--- src/rtl/exec_alu_pkg.sv ---
// Shared constants for the execute-stage ALU: widths, gout codes, ALU-op and funct encodings.
package exec_alu_pkg;

    localparam int unsigned DATA_W  = 32;
    localparam int unsigned GOUT_W  = 3;
    localparam int unsigned FUNCT_W = 4;

    // ALU operation codes driven on gout
    localparam logic [GOUT_W-1:0] ALU_AND = 3'b000;
    localparam logic [GOUT_W-1:0] ALU_OR  = 3'b001;
    localparam logic [GOUT_W-1:0] ALU_ADD = 3'b010;
    localparam logic [GOUT_W-1:0] ALU_NOR = 3'b011;
    localparam logic [GOUT_W-1:0] ALU_XOR = 3'b100;
    localparam logic [GOUT_W-1:0] ALU_SUB = 3'b110;
    localparam logic [GOUT_W-1:0] ALU_SLT = 3'b111;

    // Main-control ALU-op encodings {aluop1, aluop0}
    localparam logic [1:0] ALUOP_ADD   = 2'b00;
    localparam logic [1:0] ALUOP_SUB   = 2'b01;
    localparam logic [1:0] ALUOP_RTYPE = 2'b10;

    // R-type funct[3:0] values
    localparam logic [FUNCT_W-1:0] FUNCT_ADD = 4'b0000;
    localparam logic [FUNCT_W-1:0] FUNCT_SUB = 4'b0010;
    localparam logic [FUNCT_W-1:0] FUNCT_AND = 4'b0100;
    localparam logic [FUNCT_W-1:0] FUNCT_OR  = 4'b0101;
    localparam logic [FUNCT_W-1:0] FUNCT_XOR = 4'b0110;
    localparam logic [FUNCT_W-1:0] FUNCT_NOR = 4'b0111;
    localparam logic [FUNCT_W-1:0] FUNCT_SLT = 4'b1010;

endpackage

--- src/rtl/exec_alu_if.sv ---
// Operand/control bundle into the execute stage and its result/status bundle out.
interface exec_alu_if;
    import exec_alu_pkg::*;

    logic                  aluop1;
    logic                  aluop0;
    logic [FUNCT_W-1:0]    funct;
    logic [DATA_W-1:0]     a;
    logic [DATA_W-1:0]     b;
    logic [DATA_W-1:0]     pc;
    logic [DATA_W-1:0]     sext_imm;
    logic                  flag_we;

    logic [GOUT_W-1:0]     gout;
    logic [DATA_W-1:0]     sum;
    logic                  zout;
    logic [DATA_W-1:0]     pc_plus4;
    logic [DATA_W-1:0]     br_target;
    logic                  n_flag;
    logic                  v_flag;
    logic                  z_flag;

    // Decode/regfile side drives operands and observes results
    modport master (
        output aluop1, aluop0, funct, a, b, pc, sext_imm, flag_we,
        input  gout, sum, zout, pc_plus4, br_target, n_flag, v_flag, z_flag
    );

    // Execute unit side
    modport slave (
        input  aluop1, aluop0, funct, a, b, pc, sext_imm, flag_we,
        output gout, sum, zout, pc_plus4, br_target, n_flag, v_flag, z_flag
    );
endinterface

--- src/rtl/exec_alu_ctrl.sv ---
// ALU-control decode: {aluop1, aluop0, funct} -> gout. Purely combinational.
// Optional NOR/XOR R-type decode is enabled by defining EXEC_LOGIC_EXT_EN.
module exec_alu_ctrl
    import exec_alu_pkg::*;
(
    input  logic               aluop1,
    input  logic               aluop0,
    input  logic [FUNCT_W-1:0] funct,
    output logic [GOUT_W-1:0]  gout
);

    // aluop0 takes priority so 01 and 11 both mean SUB (branch compare)
    always_comb begin
        gout = ALU_ADD;
        if (aluop0) begin
            gout = ALU_SUB;
        end else if (aluop1) begin
            case (funct)
                FUNCT_ADD: gout = ALU_ADD;
                FUNCT_SUB: gout = ALU_SUB;
                FUNCT_AND: gout = ALU_AND;
                FUNCT_OR:  gout = ALU_OR;
                FUNCT_SLT: gout = ALU_SLT;
`ifdef EXEC_LOGIC_EXT_EN
                FUNCT_NOR: gout = ALU_NOR;
                FUNCT_XOR: gout = ALU_XOR;
`endif
                default:   gout = ALU_ADD;
            endcase
        end
    end

endmodule

--- src/rtl/exec_alu_unit.sv ---
// Execute-stage datapath: ALU-control decode, 32-bit ALU, PC+4 and branch-target
// adders, and a registered N/V/Z status register for flag branches.
// Optional feature macro: EXEC_LOGIC_EXT_EN (adds R-type NOR/XOR).
module exec_alu_unit
    import exec_alu_pkg::*;
(
    input  logic           clk,
    input  logic           rst_n,
    exec_alu_if.slave      bus
);

    logic [GOUT_W-1:0] gout_w;
    logic [DATA_W-1:0] add_res;
    logic [DATA_W-1:0] sub_res;
    logic              slt_lt;
    logic [DATA_W-1:0] alu_res;
    logic              ovf;
    logic              zero;
    logic              n_q;
    logic              v_q;
    logic              z_q;

    exec_alu_ctrl u_ctrl (
        .aluop1 (bus.aluop1),
        .aluop0 (bus.aluop0),
        .funct  (bus.funct),
        .gout   (gout_w)
    );

    // ALU core: result select, signed less-than and overflow detection
    always_comb begin
        add_res = bus.a + bus.b;
        sub_res = bus.a - bus.b;
        slt_lt  = (bus.a[DATA_W-1] != bus.b[DATA_W-1]) ? bus.a[DATA_W-1] : sub_res[DATA_W-1];
        alu_res = '0;
        ovf     = 1'b0;
        case (gout_w)
            ALU_AND: alu_res = bus.a & bus.b;
            ALU_OR:  alu_res = bus.a | bus.b;
            ALU_ADD: begin
                alu_res = add_res;
                ovf     = (bus.a[DATA_W-1] == bus.b[DATA_W-1]) &&
                          (add_res[DATA_W-1] != bus.a[DATA_W-1]);
            end
            ALU_NOR: alu_res = ~(bus.a | bus.b);
            ALU_XOR: alu_res = bus.a ^ bus.b;
            ALU_SUB: begin
                alu_res = sub_res;
                ovf     = (bus.a[DATA_W-1] != bus.b[DATA_W-1]) &&
                          (sub_res[DATA_W-1] != bus.a[DATA_W-1]);
            end
            ALU_SLT: alu_res = DATA_W'(slt_lt);
            default: alu_res = '0;
        endcase
        zero = ~|alu_res;
    end

    // Status register: capture N/V/Z on enabled edges, cleared asynchronously
    always_ff @(posedge clk or negedge rst_n) begin
        if (!rst_n) begin
            n_q <= 1'b0;
            v_q <= 1'b0;
            z_q <= 1'b0;
        end else if (bus.flag_we) begin
            n_q <= alu_res[DATA_W-1];
            v_q <= ovf;
            z_q <= zero;
        end
    end

    // Branch offset is a word offset; upper two immediate bits fall off the shift
    assign bus.pc_plus4  = bus.pc + DATA_W'(4);
    assign bus.br_target = bus.pc_plus4 + DATA_W'(bus.sext_imm << 2);

    assign bus.gout   = gout_w;
    assign bus.sum    = alu_res;
    assign bus.zout   = zero;
    assign bus.n_flag = n_q;
    assign bus.v_flag = v_q;
    assign bus.z_flag = z_q;

endmodule

--- src/flat_wrapper.sv ---
// flat-port wrapper written by rule: the top's interface ports become plain ports
module exec_alu_unit_flat import exec_alu_pkg::*;
  (clk, rst_n, bus_aluop1, bus_aluop0, bus_funct, bus_a, bus_b, bus_pc, bus_sext_imm, bus_flag_we, bus_gout, bus_sum, bus_zout, bus_pc_plus4, bus_br_target, bus_n_flag, bus_v_flag, bus_z_flag);
  exec_alu_if bus_i ();
  input  logic clk;
  input  logic rst_n;
  input wire logic [$bits(bus_i.aluop1)-1:0] bus_aluop1;
  input wire logic [$bits(bus_i.aluop0)-1:0] bus_aluop0;
  input wire logic [$bits(bus_i.funct)-1:0] bus_funct;
  input wire logic [$bits(bus_i.a)-1:0] bus_a;
  input wire logic [$bits(bus_i.b)-1:0] bus_b;
  input wire logic [$bits(bus_i.pc)-1:0] bus_pc;
  input wire logic [$bits(bus_i.sext_imm)-1:0] bus_sext_imm;
  input wire logic [$bits(bus_i.flag_we)-1:0] bus_flag_we;
  output wire logic [$bits(bus_i.gout)-1:0] bus_gout;
  output wire logic [$bits(bus_i.sum)-1:0] bus_sum;
  output wire logic [$bits(bus_i.zout)-1:0] bus_zout;
  output wire logic [$bits(bus_i.pc_plus4)-1:0] bus_pc_plus4;
  output wire logic [$bits(bus_i.br_target)-1:0] bus_br_target;
  output wire logic [$bits(bus_i.n_flag)-1:0] bus_n_flag;
  output wire logic [$bits(bus_i.v_flag)-1:0] bus_v_flag;
  output wire logic [$bits(bus_i.z_flag)-1:0] bus_z_flag;
  assign bus_i.aluop1 = bus_aluop1;
  assign bus_i.aluop0 = bus_aluop0;
  assign bus_i.funct = bus_funct;
  assign bus_i.a = bus_a;
  assign bus_i.b = bus_b;
  assign bus_i.pc = bus_pc;
  assign bus_i.sext_imm = bus_sext_imm;
  assign bus_i.flag_we = bus_flag_we;
  assign bus_gout = bus_i.gout;
  assign bus_sum = bus_i.sum;
  assign bus_zout = bus_i.zout;
  assign bus_pc_plus4 = bus_i.pc_plus4;
  assign bus_br_target = bus_i.br_target;
  assign bus_n_flag = bus_i.n_flag;
  assign bus_v_flag = bus_i.v_flag;
  assign bus_z_flag = bus_i.z_flag;
  exec_alu_unit u_core (.clk(clk), .rst_n(rst_n), .bus(bus_i));
endmodule
--- config.mk ---
export PLATFORM = sky130hd
export DESIGN_NAME = exec_alu_unit_flat
export DESIGN_NICKNAME = d
export VERILOG_FILES = /design/src/rtl/exec_alu_pkg.sv /design/src/rtl/exec_alu_if.sv /design/src/rtl/exec_alu_ctrl.sv /design/src/rtl/exec_alu_unit.sv /design/src/flat_wrapper.sv
export SDC_FILE = /design/constraint.sdc
export NUM_CORES = 1
export LEC_CHECK = 0
export ABC_AREA = 1
export BUFFER_PORTS_ARGS = -buffer_cell sky130_fd_sc_hd__buf_2
export CAP_MARGIN = 20
export CORE_ASPECT_RATIO = 0.75
export CORE_MARGIN = 2
export CORE_UTILIZATION = 50
export CTS_BUF_LIST = sky130_fd_sc_hd__clkbuf_16
export DETAILED_ROUTE_END_ITERATION = 8
export GPL_ROUTABILITY_DRIVEN = 0
export GPL_TIMING_DRIVEN = 0
export PLACE_DENSITY = 0.77
export SLEW_MARGIN = 10
export SYNTH_ARGS = -nofsm -noshare
export SYNTH_HDL_FRONTEND = slang
export SYNTH_HIERARCHICAL = 1
export SYNTH_SLANG_ARGS = --single-unit
--- constraint.sdc ---
create_clock -name clk -period 4 [get_ports clk]
set_clock_uncertainty 0.2 [all_clocks]
set_input_delay 0.2 -clock clk [delete_from_list [all_inputs] [get_ports clk]]
set_output_delay 0.2 -clock clk [all_outputs]
set_load 0.01 [all_outputs]
==> run summary <==
Status: complete, but fails checks
Failing checks: setup timing
Clock-pin transition on the worst setup and hold timing paths: 0.03 ns
DR DRC count: 0
CP startpoint: bus_b[20]
Maximum level of the CTS H-tree: 1
Reg-to-reg endpoint: u_core/bus.n_flag
Fin crit period: 4.04 ns
Crit-path max FO: 6
Ys async rst share: 100%
PD cells: 169 mW/mm2
Core box area: 0.0186 mm2
Vias in the first global route: 11100
Max Root-Sink Buffers: 2
Worst Hold Launch: bus_flag_we
CTS tree: built
Maximum VDD drop: 195 uV
Fin. Hold Viols: 0
Dpl ws: -0.476 ns
I/O Buffers: 234
Avg Cell Area, Syn: 5.26 um2
Ant diodes: 0
Final setup fails: 1
Synthesized Nets: 2090
Area grow syn2layout: 34.1%
Initial antenna violation count: 0
Syn Std Cell Area: 0.00955 mm2
Yosys top cell by area: nand2_1
Synth top cells by count: 558 x nand2_1, 380 x inv_1, 159 x nand3_1, 158 x nor2_1, 133 x ha_1
CP required: 3.60 ns
Vias per inst: 5.63
Total power: 2170 uW
Max-slew headroom: 37.8%
Placed Cells incl. Taps: 2297
CP Launch Type: primary input
Slew Limit Fails: 0
Die H: 124 um
P_leak: 0.00741 uW
Maxcap violations: 0
R2R depth: 2
Final wirelength: 39.8 mm
Max Clk Rate: 0.247 GHz
Data arrival time of the worst path: 3.64 ns
Clock sinks: 3
GR met2 Demand/Resource: 50.9%
FF-to-FF setup slack: 3.18 ns
Nets: 2418
Worst skew pair latency: 0.23 ns
Met1 Track Usage GR: 49.5%
Final setup margin: -0.0414 ns
Register area share after synthesis: 0.786%
Die area: 0.0202 mm2
Post-synth cell types: 52
Most common cell in the netlist: nand2_1
Cell Rows: 43
Synth Instances: 1816
Antenna-violating nets left: 0
Ys Warns: 6
GRT Total Usage: 34.7%
FF/Latch Area: 75.1 um2
Worst-margin pin slew: 0.933 ns
Fill cell count: 1675
Largest net degree at the start of global routing: 11
Slowest CP cell: fa_2
Largest cells by area after synthesis: nand2_1 22%, ha_1 17%, inv_1 15%
Final design area excluding fillers: 0.0128 mm2
Type of element capturing the critical path: primary output
Cts bufs inserted: 3
Type of the tightest min-delay check: primary input to register
IO Count: 240
Seq cells post-synth: 3
WHS Path Cells: 3
Root Buffer: clkbuf_16
Placed wire-length estimate: 30.8 mm
Worst hold endpoint: u_core/bus.n_flag
First-iteration detailed-routing DRC count: 2384
Drt pass-1 iters: 8
Top cell type's share of synthesized area: 21.9%
DP Area: 0.0110 mm2
Post-route insts no fill: 2390
Routed length per instance: 16.6 um
Crit Path Class: primary input to primary output
Area occupied by multi-input gates: 0.00848 mm2
Starting density of the core: 51.3%
Main synth FF type: dfrtp_1
First-pass GRT wire length: 55.7 mm
Top Usage Layer GRT: met2
Met3 GRT Util: 9.79%
RSZ-0062 raised after global routing: true
Setup_tns: -0.0414 ns
GRT Residual Overflow: 0
Die width: 164 um
Via count: 13500
Final period util: 101%
Number of synthesized flops with an enable pin: 0
Reg2reg start: u_core/bus.n_flag
Share of cells above drive strength 1: 27.3%
Cell mode on critical path: nand2_1
Critical Path Max Stage Delay: 0.34 ns
## cell usage in the layout, fill, tap and decap left out, types with 7 or more instances in the layout
cell	count
nand2_1	521
inv_1	332
buf_2	228
nand3_1	157
nor2_1	140
buf_4	101
ha_1	100
a21oi_1	68
o21ai_0	54
inv_2	40
xor2_1	36
nand2_2	34
buf_6	31
nand4_1	31
ha_4	30
nor2_4	23
inv_4	16
a221oi_1	16
xnor2_1	15
nor2_2	12
nand2_4	10
o21ai_1	10
a211oi_1	10
o22ai_1	8
nand3_2	7
a21oi_2	7
## flip-flops by register name, summed over array words and instances, names as in the netlist
signal and cells:
u_core/bus.n_flag 1, u_core/bus.v_flag 1, u_core/bus.z_flag 1
## timing repair
action | in CTS | in global routing
pin swaps | 21 | 98
gates resized for setup | 82 | 198
gates cloned | 0 | 3
setup endpoints to repair | 1 | 6
hold buffers | 1 | 0
endpoints found under the hold margin | 3 | 0
setup buffers | 12 | 77
## worst max-delay path, delay by kind of cell
kind            cells  cell delay [ns]
fa+ha+maj           2             0.55
buf+inv             7             0.64
compound gates      4             0.30
simple gates       17             1.93
## stage by stage
stage,hold slack [ns],util (%)
2_1_floorplan,-0.296,-
3_3_place_gp,-0.205,59.3
3_5_place_dp,-0.203,59.3
4_1_cts,0.0333,61.6
5_1_grt,0.0431,68.8
6_report,0.0340,68.8
## area by class of cell
| type | instances | share of cell area [%] |
|---|---|---|
| clock buffers | 3 | 0.586 |
| inverters | 388 | 11.7 |
| clock inverters | 1 | 0.0293 |
| repair buffers | 327 | 15.5 |
| flip-flops and latches | 3 | 0.586 |
| multi-input cells | 1377 | 66.2 |
| well taps | 247 | 2.41 |
| plain buffers | 44 | 3.00 |
## power by group
| part | internal [uW] | switching (uW) |
|---|---|---|
| combinational | 758 | 1210 |
| sequential | 34.3 | 2.16 |
| clock | 129 | 30.2 |
| total | 921 | 1240 |
## cells by family (layout without fill, tap and decap cells)
logic type	Yosys count	after routing	synth area share [%]
buffers and inverters	436	763	18.7
AND/OR/NAND/NOR	979	979	44.4
AO/OA/AOI/OAI	209	209	13.0
XOR/XNOR	52	52	4.85
flip-flops	3	3	0.786
adder cells (fa/ha/maj)	137	137	18.3
## how the worst max path moves through the flow
stage,to,cells after the start,slack (ns)
3_5_place_dp,bus_zout,28,-0.48
5_1_grt,bus_br_target[31],25,-0.20
2_1_floorplan,bus_zout,25,0.69
3_3_place_gp,bus_zout,28,-0.48
6_report,bus_zout,30,-0.04
4_1_cts,bus_zout,30,0.0004
## routing by layer
| metal | wire (um) | part of all wire, % |
|---|---|---|
| met1 | 15800 | 40 |
| met2 | 16000 | 40 |
| met3 | 6540 | 16 |
| met4 | 1440 | 3.6 |
| met5 | 0 | 0 |
(Power assumes the default switching activity.)
